[src/rtl/sr_flag_arbiter.sv]
// sr_flag_arbiter
//   Bank of NFLAG set/reset flags that NREQ requesters write through a round-robin
//   arbiter. One command is granted per clock, and the winning command updates the bank
//   on the same edge that raises its grant.
// Ports
//   clk, rst_n : clock, asynchronous active-low reset
//   clr_all    : synchronous clear of the whole bank; overrides any grant
//   req        : per-requester request, held until granted
//   cmd_s/r    : per-requester set/reset bits; set dominates
//   cmd_idx    : flat index bus, requester i at [i*IDXW +: IDXW]
//   gnt        : registered one-hot grant pulse
//   gnt_id     : binary id of the last grant
//   idx_err    : pulse alongside gnt when the granted index is out of range
//   q, qbar    : flag state and its complement
module sr_flag_arbiter #(
  parameter int unsigned NREQ  = 4,
  parameter int unsigned NFLAG = 8,
  parameter int unsigned IDXW  = 3
) (
  input  logic                     clk,
  input  logic                     rst_n,
  input  logic                     clr_all,
  input  logic [NREQ-1:0]          req,
  input  logic [NREQ-1:0]          cmd_s,
  input  logic [NREQ-1:0]          cmd_r,
  input  logic [NREQ*IDXW-1:0]     cmd_idx,
  output logic [NREQ-1:0]          gnt,
  output logic [$clog2(NREQ)-1:0]  gnt_id,
  output logic                     idx_err,
  output logic [NFLAG-1:0]         q,
  output logic [NFLAG-1:0]         qbar
);

  localparam int unsigned IDW = $clog2(NREQ);
  localparam int unsigned SW  = IDW + 1;

  logic [NREQ-1:0]  r_gnt;
  logic [IDW-1:0]   r_gnt_id;
  logic [IDW-1:0]   r_ptr;
  logic             r_idx_err;
  logic [NFLAG-1:0] r_q;

  logic [NREQ-1:0]  w_elig;
  logic             w_found;
  logic [IDW-1:0]   w_win;
  logic [SW-1:0]    w_sum;
  logic [IDW-1:0]   w_cand;
  logic [NREQ-1:0]  w_onehot;
  logic [IDXW-1:0]  w_idx;
  logic             w_s;
  logic             w_r;
  logic             w_oob;
  logic [IDW-1:0]   w_ptr_nxt;
  logic [NFLAG-1:0] w_q_nxt;

  // A requester granted last cycle sits out one cycle so a held req is a fresh request.
  assign w_elig = req & ~r_gnt;

  // Rotating scan starting at the pointer.
  always_comb begin
    w_found = 1'b0;
    w_win   = '0;
    w_sum   = '0;
    w_cand  = '0;
    for (int unsigned off = 0; off < NREQ; off++) begin
      w_sum = {1'b0, r_ptr} + SW'(off);
      if (w_sum >= SW'(NREQ)) w_sum = w_sum - SW'(NREQ);
      w_cand = w_sum[IDW-1:0];
      if (!w_found && w_elig[w_cand]) begin
        w_found = 1'b1;
        w_win   = w_cand;
      end
    end
  end

  // Winner's command fields, selected with constant slices.
  always_comb begin
    w_onehot = '0;
    w_idx    = '0;
    w_s      = 1'b0;
    w_r      = 1'b0;
    for (int unsigned i = 0; i < NREQ; i++) begin
      if (IDW'(i) == w_win) begin
        w_onehot[i] = 1'b1;
        w_idx       = cmd_idx[i*IDXW +: IDXW];
        w_s         = cmd_s[i];
        w_r         = cmd_r[i];
      end
    end
  end

  assign w_oob     = (32'(w_idx) >= NFLAG);
  assign w_ptr_nxt = (w_win == IDW'(NREQ - 1)) ? '0 : w_win + IDW'(1);

  always_comb begin
    w_q_nxt = r_q;
    for (int unsigned k = 0; k < NFLAG; k++) begin
      if (!w_oob && (32'(w_idx) == k)) begin
        if (w_s)      w_q_nxt[k] = 1'b1;
        else if (w_r) w_q_nxt[k] = 1'b0;
      end
    end
  end

  always_ff @(posedge clk or negedge rst_n) begin
    if (!rst_n) begin
      r_gnt     <= '0;
      r_gnt_id  <= '0;
      r_ptr     <= '0;
      r_idx_err <= 1'b0;
      r_q       <= '0;
    end else if (clr_all) begin
      // Pointer is left alone so pending requesters keep their turn order.
      r_gnt     <= '0;
      r_idx_err <= 1'b0;
      r_q       <= '0;
    end else if (w_found) begin
      r_gnt     <= w_onehot;
      r_gnt_id  <= w_win;
      r_ptr     <= w_ptr_nxt;
      r_idx_err <= w_oob;
      r_q       <= w_q_nxt;
    end else begin
      r_gnt     <= '0;
      r_idx_err <= 1'b0;
    end
  end

  assign gnt     = r_gnt;
  assign gnt_id  = r_gnt_id;
  assign idx_err = r_idx_err;
  assign q       = r_q;
  assign qbar    = ~r_q;

endmodule
[config.mk]
export PLATFORM = sky130hd
export DESIGN_NAME = sr_flag_arbiter
export DESIGN_NICKNAME = d
export VERILOG_FILES = /design/src/rtl/sr_flag_arbiter.sv
export SDC_FILE = /design/constraint.sdc
export NUM_CORES = 1
export LEC_CHECK = 0
export CAP_MARGIN = 20
export CORE_MARGIN = 10
export CORE_UTILIZATION = 58
export DETAILED_ROUTE_END_ITERATION = 12
export DONT_BUFFER_PORTS = 1
export PLACE_DENSITY = 0.74
export SYNTH_ARGS = -nofsm -noshare
export SYNTH_HDL_FRONTEND = slang
export SYNTH_SLANG_ARGS = --single-unit
[constraint.sdc]
create_clock -name clk -period 7.4 [get_ports clk]
set_input_delay 0 -clock clk [delete_from_list [all_inputs] [get_ports clk]]
set_output_delay 0 -clock clk [all_outputs]
set_load 0.1 [all_outputs]
-- Yosys cells after proc, flatten, opt, wreduce, memory -nomap -nowiden
Index checks and enable logic that the tools add are counted.
- add/sub/neg operators: 8
- reductions and logical operators: 27
- eq/ne operators: 11
- order comparisons: 8
- bitwise operators: 4
- mux-type cells: 51
- operators with widths (kind ; number):
    two-way mux 1 bit ; 30
    AND reduction 3 bit ; 8
    two-way mux 2 bit ; 9
    nonzero test 2 bit ; 9
    two-way mux 8 bit ; 2
    equality test 3 bit, second input constant ; 4
    less-than comparator 2 x 3 -> 1 bit, second input constant ; 4
    two-way mux 3 bit ; 4
    >= comparator 3 bit, second input constant ; 3
    binary-select mux 1 bit (select 2 bit) ; 4
    two-way mux 4 bit ; 2
    NOT 8 bit ; 1
    subtractor 2 x 1 -> 2 bit, second input constant ; 4
    adder 2 x 2 -> 3 bit, second input constant ; 2
    equality test 3 x 2 -> 1 bit, second input constant ; 2
    bitwise AND 4 bit ; 1
    equality test 2 bit, first input constant ; 2
    NOT 4 bit ; 1
    adder 2 x 1 -> 3 bit, second input constant ; 1
    equality test 3 x 1 -> 1 bit, second input constant ; 1
    >= comparator 2 x 3 -> 1 bit, second input constant ; 1
    logical AND 1 bit ; 3
    zero test 1 bit ; 3
    zero test 3 bit ; 1
    other kinds (7) ; 7
- word-level logic and storage cells: 120
- register bits after elaboration: 16
- output and inout bits: 23

-- Depth between registers and ports, before layout
- word-level depth: 24
- gate-level depth with buffers: 11
- depth with buffers taken out: 11

-- Worst setup path after synthesis
No wires, ideal clock.
- path type: reg2reg
- start point: register r_gnt[3], in the netlist gnt[3]
- end point: register r_q[4], in the netlist q[4]
- clock period less this slack: 3.289 ns
- path slack: 4.111 ns
- data required time: 7.321 ns
- buffers on the path: 0
- arrival time: 3.210 ns
- stages on the path, launching flop included: 12
- path through: dfrtp_1 -> nor2b_1 -> nand2b_1 -> o21ai_1 -> a221oi_1 -> nor2b_1 -> ha_1 -> a211oi_1 -> a221oi_2 -> o21ba_4 -> nor4_1 -> mux2i_1
- cells in the longest elaborated chain, start to end: 23
- elaborated cells between the ends (all ways): 49
- classes of those cells: 4 x eq/ne; 32 x mux; 2 x bitwise; 11 x reduce/logical
- RTL lines (what ; RTL line ; RTL):
    start: declaration ; 37 ; logic [NREQ-1:0] r_gnt;
    start signal: assignment ; 118 ; r_gnt <= w_onehot;
    NOT 4 bit (*) ; 57 ; assign w_elig = req & ~r_gnt;
    bitwise AND 4 bit (*) ; 57 ;
    binary-select mux 1 bit (select 2 bit) ; 69 ; if (!w_found && w_elig[w_cand]) begin
    two-way mux 1 bit (implied by the code) ; 69 ;
    two-way mux 1 bit ; 69 ;
    zero test 1 bit ; 69 ;
    logical AND 1 bit ; 69 ;
    two-way mux 1 bit ; 69 ;
    [... 5 more ...] ; n/a ;
    two-way mux 2 bit (*) ; 69 ;
    net w_win[0] ; 45 ; logic [IDW-1:0] w_win;
    zero test 2 bit ; 83 ; if (IDW'(i) == w_win) begin
    two-way mux 1 bit (4 in series) ; 83 ;
    two-way mux 1 bit ; 99 ; if (w_s) w_q_nxt[k] = 1'b1;
    two-way mux 1 bit ; 98 ; if (!w_oob && (32'(w_idx) == k)) begin
    two-way mux 8 bit ; 117 ; end else if (w_found) begin
    two-way mux 8 bit ; 112 ; end else if (clr_all) begin
    end signal: assignment ; 122 ; r_q <= w_q_nxt;
    end: declaration ; 41 ; logic [NFLAG-1:0] r_q;
The timed path passes the listed nets; every way through them passes the cells marked *. The select of a mux whose other input is x is not followed.
A chain may end at the register's enable or synchronous reset.

-- Worst setup path after layout
- start point: register r_gnt[3], in the netlist gnt[3]
- end point: register r_q[6], in the netlist q[6]
Same word-level chain as after synthesis.

==> results.tsv <==
stage	metric	value	unit
clocking	cts_buffers	3	
min_path	whs_endpoint	q[7]	
floorplan	io_pins	50	
clocking	clockBufferDepth	2	
place	dp_hpwl	2180	um
logic_synthesis	syn_area	0.00108	mm^2
setup_path	crit_required	7.62	ns
logic_synthesis	ys_types	37	
clocking	ctsResizeCount	0	
floorplan	dieWidth	63.2	um
place	port-buffer-count	0	
sta	setup_viol	0	
setup_path	crit_cells	11	
run	maxCapViolCount	0	
finish	mostFrequentLayoutCells	dfrtp_1 (16), nand2b_1 (14), inv_1 (11)	
sta	skew	0.00368	ns
setup_path	rr_startpoint	gnt[3]	
sta	worst_pin_slew	0.951	ns
clocking	cts_tree	yes	
setup_path	cpLargestDelayFamily	simple AND/OR/NAND/NOR gates	
place	place_congestion	0.839	
clocking	clock_latency	0.30	ns
setup_path	path_buf_inv	0	
detailed_routing	drc	0	
detailed_routing	ant_nets	0	
min_path	hold_path.class	in -> reg	
detailed_routing	drt_iter0_drc	16	
sta	period_minus_slack	3.81	ns
sta	post-route-period-util	0.515	
detailed_routing	wire_per_inst	19.1	um
detailed_routing	finalWirelength	2690	um
finish	final_net_count	148	
global_routing	grt_max_degree	17	
global_routing	antenna_found_initial	0	
floorplan	start_util	0.622	
setup_path	regToRegEndpoint	q[6]	
global_routing	overflow	0	
clocking	htree_levels	1	
setup_path	cp_slowest_cell	dfrtp_1	
setup_path	crit_path_max_fanout	8	
detailed_routing	via_count	853	
finish	diodes	0	
logic_synthesis	ys_warn_count	0	
sta	setup_ws	3.59	ns
setup_path	arrival	4.03	ns
floorplan	core_area	0.00175	mm^2
floorplan	std_cell_rows	15	
finish	syn2layout_area_growth	6.69	%
sta	rsz0062_at_grt	false	
setup_path	r2r_slack	3.59	ns
logic_synthesis	synth_area_per_cell	9.60	um^2
place	dpl_worst_slack	3.67	ns
global_routing	grt_use_total	0.135	
floorplan	die_y	63.2	um
sta	max_freq	0.262	GHz
detailed_routing	vias_per_cell	6.05	
run_status	outcome	finished, final reports clean	
clocking	cts_root_buf	clkbuf_4	
global_routing	grt_pass1_wl	4400	um
sta	finalMaxSlewViolations	0	
logic_synthesis	synth-seq-cells	16	
clocking	clkTransAtPathRegs	0.09	ns
finish	final_common_cell	dfrtp_1	
place	post-place-cells	135	
setup_path	start_kind	flip-flop	
logic_synthesis	synth.net_count	144	
min_path	whs_path_depth	2	
sta	slew_headroom	0.366	
setup_path	max_stage_delay	0.75	ns
logic_synthesis	synth_cells	113	
finish	drive_gt1_frac	0.138	
global_routing	grt_pass1_vias	868	
setup_path	r2r_cells	11	
clocking	post_cts_buffers	0	
logic_synthesis	ys_seq_area_frac	0.369	
floorplan	die-area	0.00400	mm^2
clocking	clkSinkCount	16	
min_path	min_from	clr_all	
setup_path	end_kind	flip-flop	
setup_path	path_class	reg -> reg	
sta	hold_viol_final	0	
sta	fin_tns_setup	0	ns
finish	fin_cells	141	
setup_path	worstPathCellList	nor2b_1 -> nand2b_1 -> o21ai_1 -> a221oi_1 -> nor2b_1 -> ha_1 -> a211oi_1 -> a221oi_2 -> o21ba_4 -> nor4_1 -> mux2i_1	
setup_path	crit_path_frequent_cell	nor2b_1	
detailed_routing	dr.pass1.iters	4	
finish	fin_util	0.663	
[layer usage]
metal / GRT usage / vias up / part of all wire
li1: - / 411 / -
met1: 0.157 / 396 / 0.42
met2: 0.193 / 41 / 0.42
met3: 0.0848 / 5 / 0.15
met4: 0.0574 / 0 / 0.017
met5: 0 / - / 0
[Yosys cell counts, drive strengths merged]
| library cell | number | area [um^2] |
|---|---|---|
| dfrtp | 16 | 400 |
| nand2b | 14 | 87.6 |
| inv | 11 | 41.3 |
| mux2i | 8 | 80.1 |
| a221oi | 6 | 58.8 |
| nor2 | 6 | 25.0 |
| nor2b | 6 | 40.0 |
| nor4 | 5 | 37.5 |
| a21oi | 4 | 20.0 |
| ha | 4 | 50.1 |
| o22ai | 4 | 25.0 |
| and2 | 3 | 20.0 |
| mux2 | 3 | 33.8 |
| nand4b | 3 | 26.3 |
| or2 | 3 | 18.8 |
| buf | 2 | 11.3 |
| nor3 | 2 | 10.0 |
| o21ai | 2 | 10.0 |
| a211oi | 1 | 7.51 |
| and3b | 1 | 8.76 |
| clkbuf | 1 | 3.75 |
| conb | 1 | 3.75 |
| nand2 | 1 | 3.75 |
| nand3b | 1 | 7.51 |
| nor3b | 1 | 7.51 |
| nor4b | 1 | 15.0 |
| o21ba | 1 | 16.3 |
| o21bai | 1 | 7.51 |
| or2b | 1 | 7.51 |
[sequential cells by signal, indices dropped and copies added (netlist names)]
register,flops
r_ptr,2
gnt_id,2
gnt,4
q,8
[cells by family (layout without fill, tap and decap cells)]
group,after synthesis,after routing,synth area share
DFF,16,16,0.369
other,1,1,0.00346
buffers and inverters,14,17,0.0519
AOI/OAI and AO/OA,19,19,0.134
and+or+nand+nor,48,48,0.291
adders and majority gates,4,4,0.0461
muxes,11,11,0.105
[repair_timing]
action                     4_1_cts  5_1_grt
hold endpoints to repair        26        0
setup endpoints to repair        0        0
hold buffers                     2        0
[layout make-up]
cell class | instances | area (um^2)
Clock buffer | 4 | 36.3
Fill cell | 159 | 588
Inverter | 11 | 41.3
Multi-Input combinational cell | 83 | 628
Sequential cell | 16 | 400
Tap cell | 25 | 31.3
Timing Repair Buffer | 2 | 20.0
[through the flow]
step | cell area, um^2 | hold WS (ns)
after CTS | 1160 | 0.0771
after detailed placement | 1100 | -0.295
after floorplan | 1080 | -0.296
after global routing | 1160 | 0.0984
final | 1160 | 0.0717
after global placement | 1100 | -0.295
[worst max path at each step]
stage | endpoint | from
floorplan | q[4] | gnt[3]
global placement | q[2] | gnt[3]
detailed placement | q[2] | gnt[3]
CTS | q[2] | gnt[3]
global route | q[2] | gnt[3]
finish | q[6] | gnt[3]
Power is left out: the tool's default activity adds up to more than one toggle a clock period on the data nets, which glitch-free logic cannot reach.
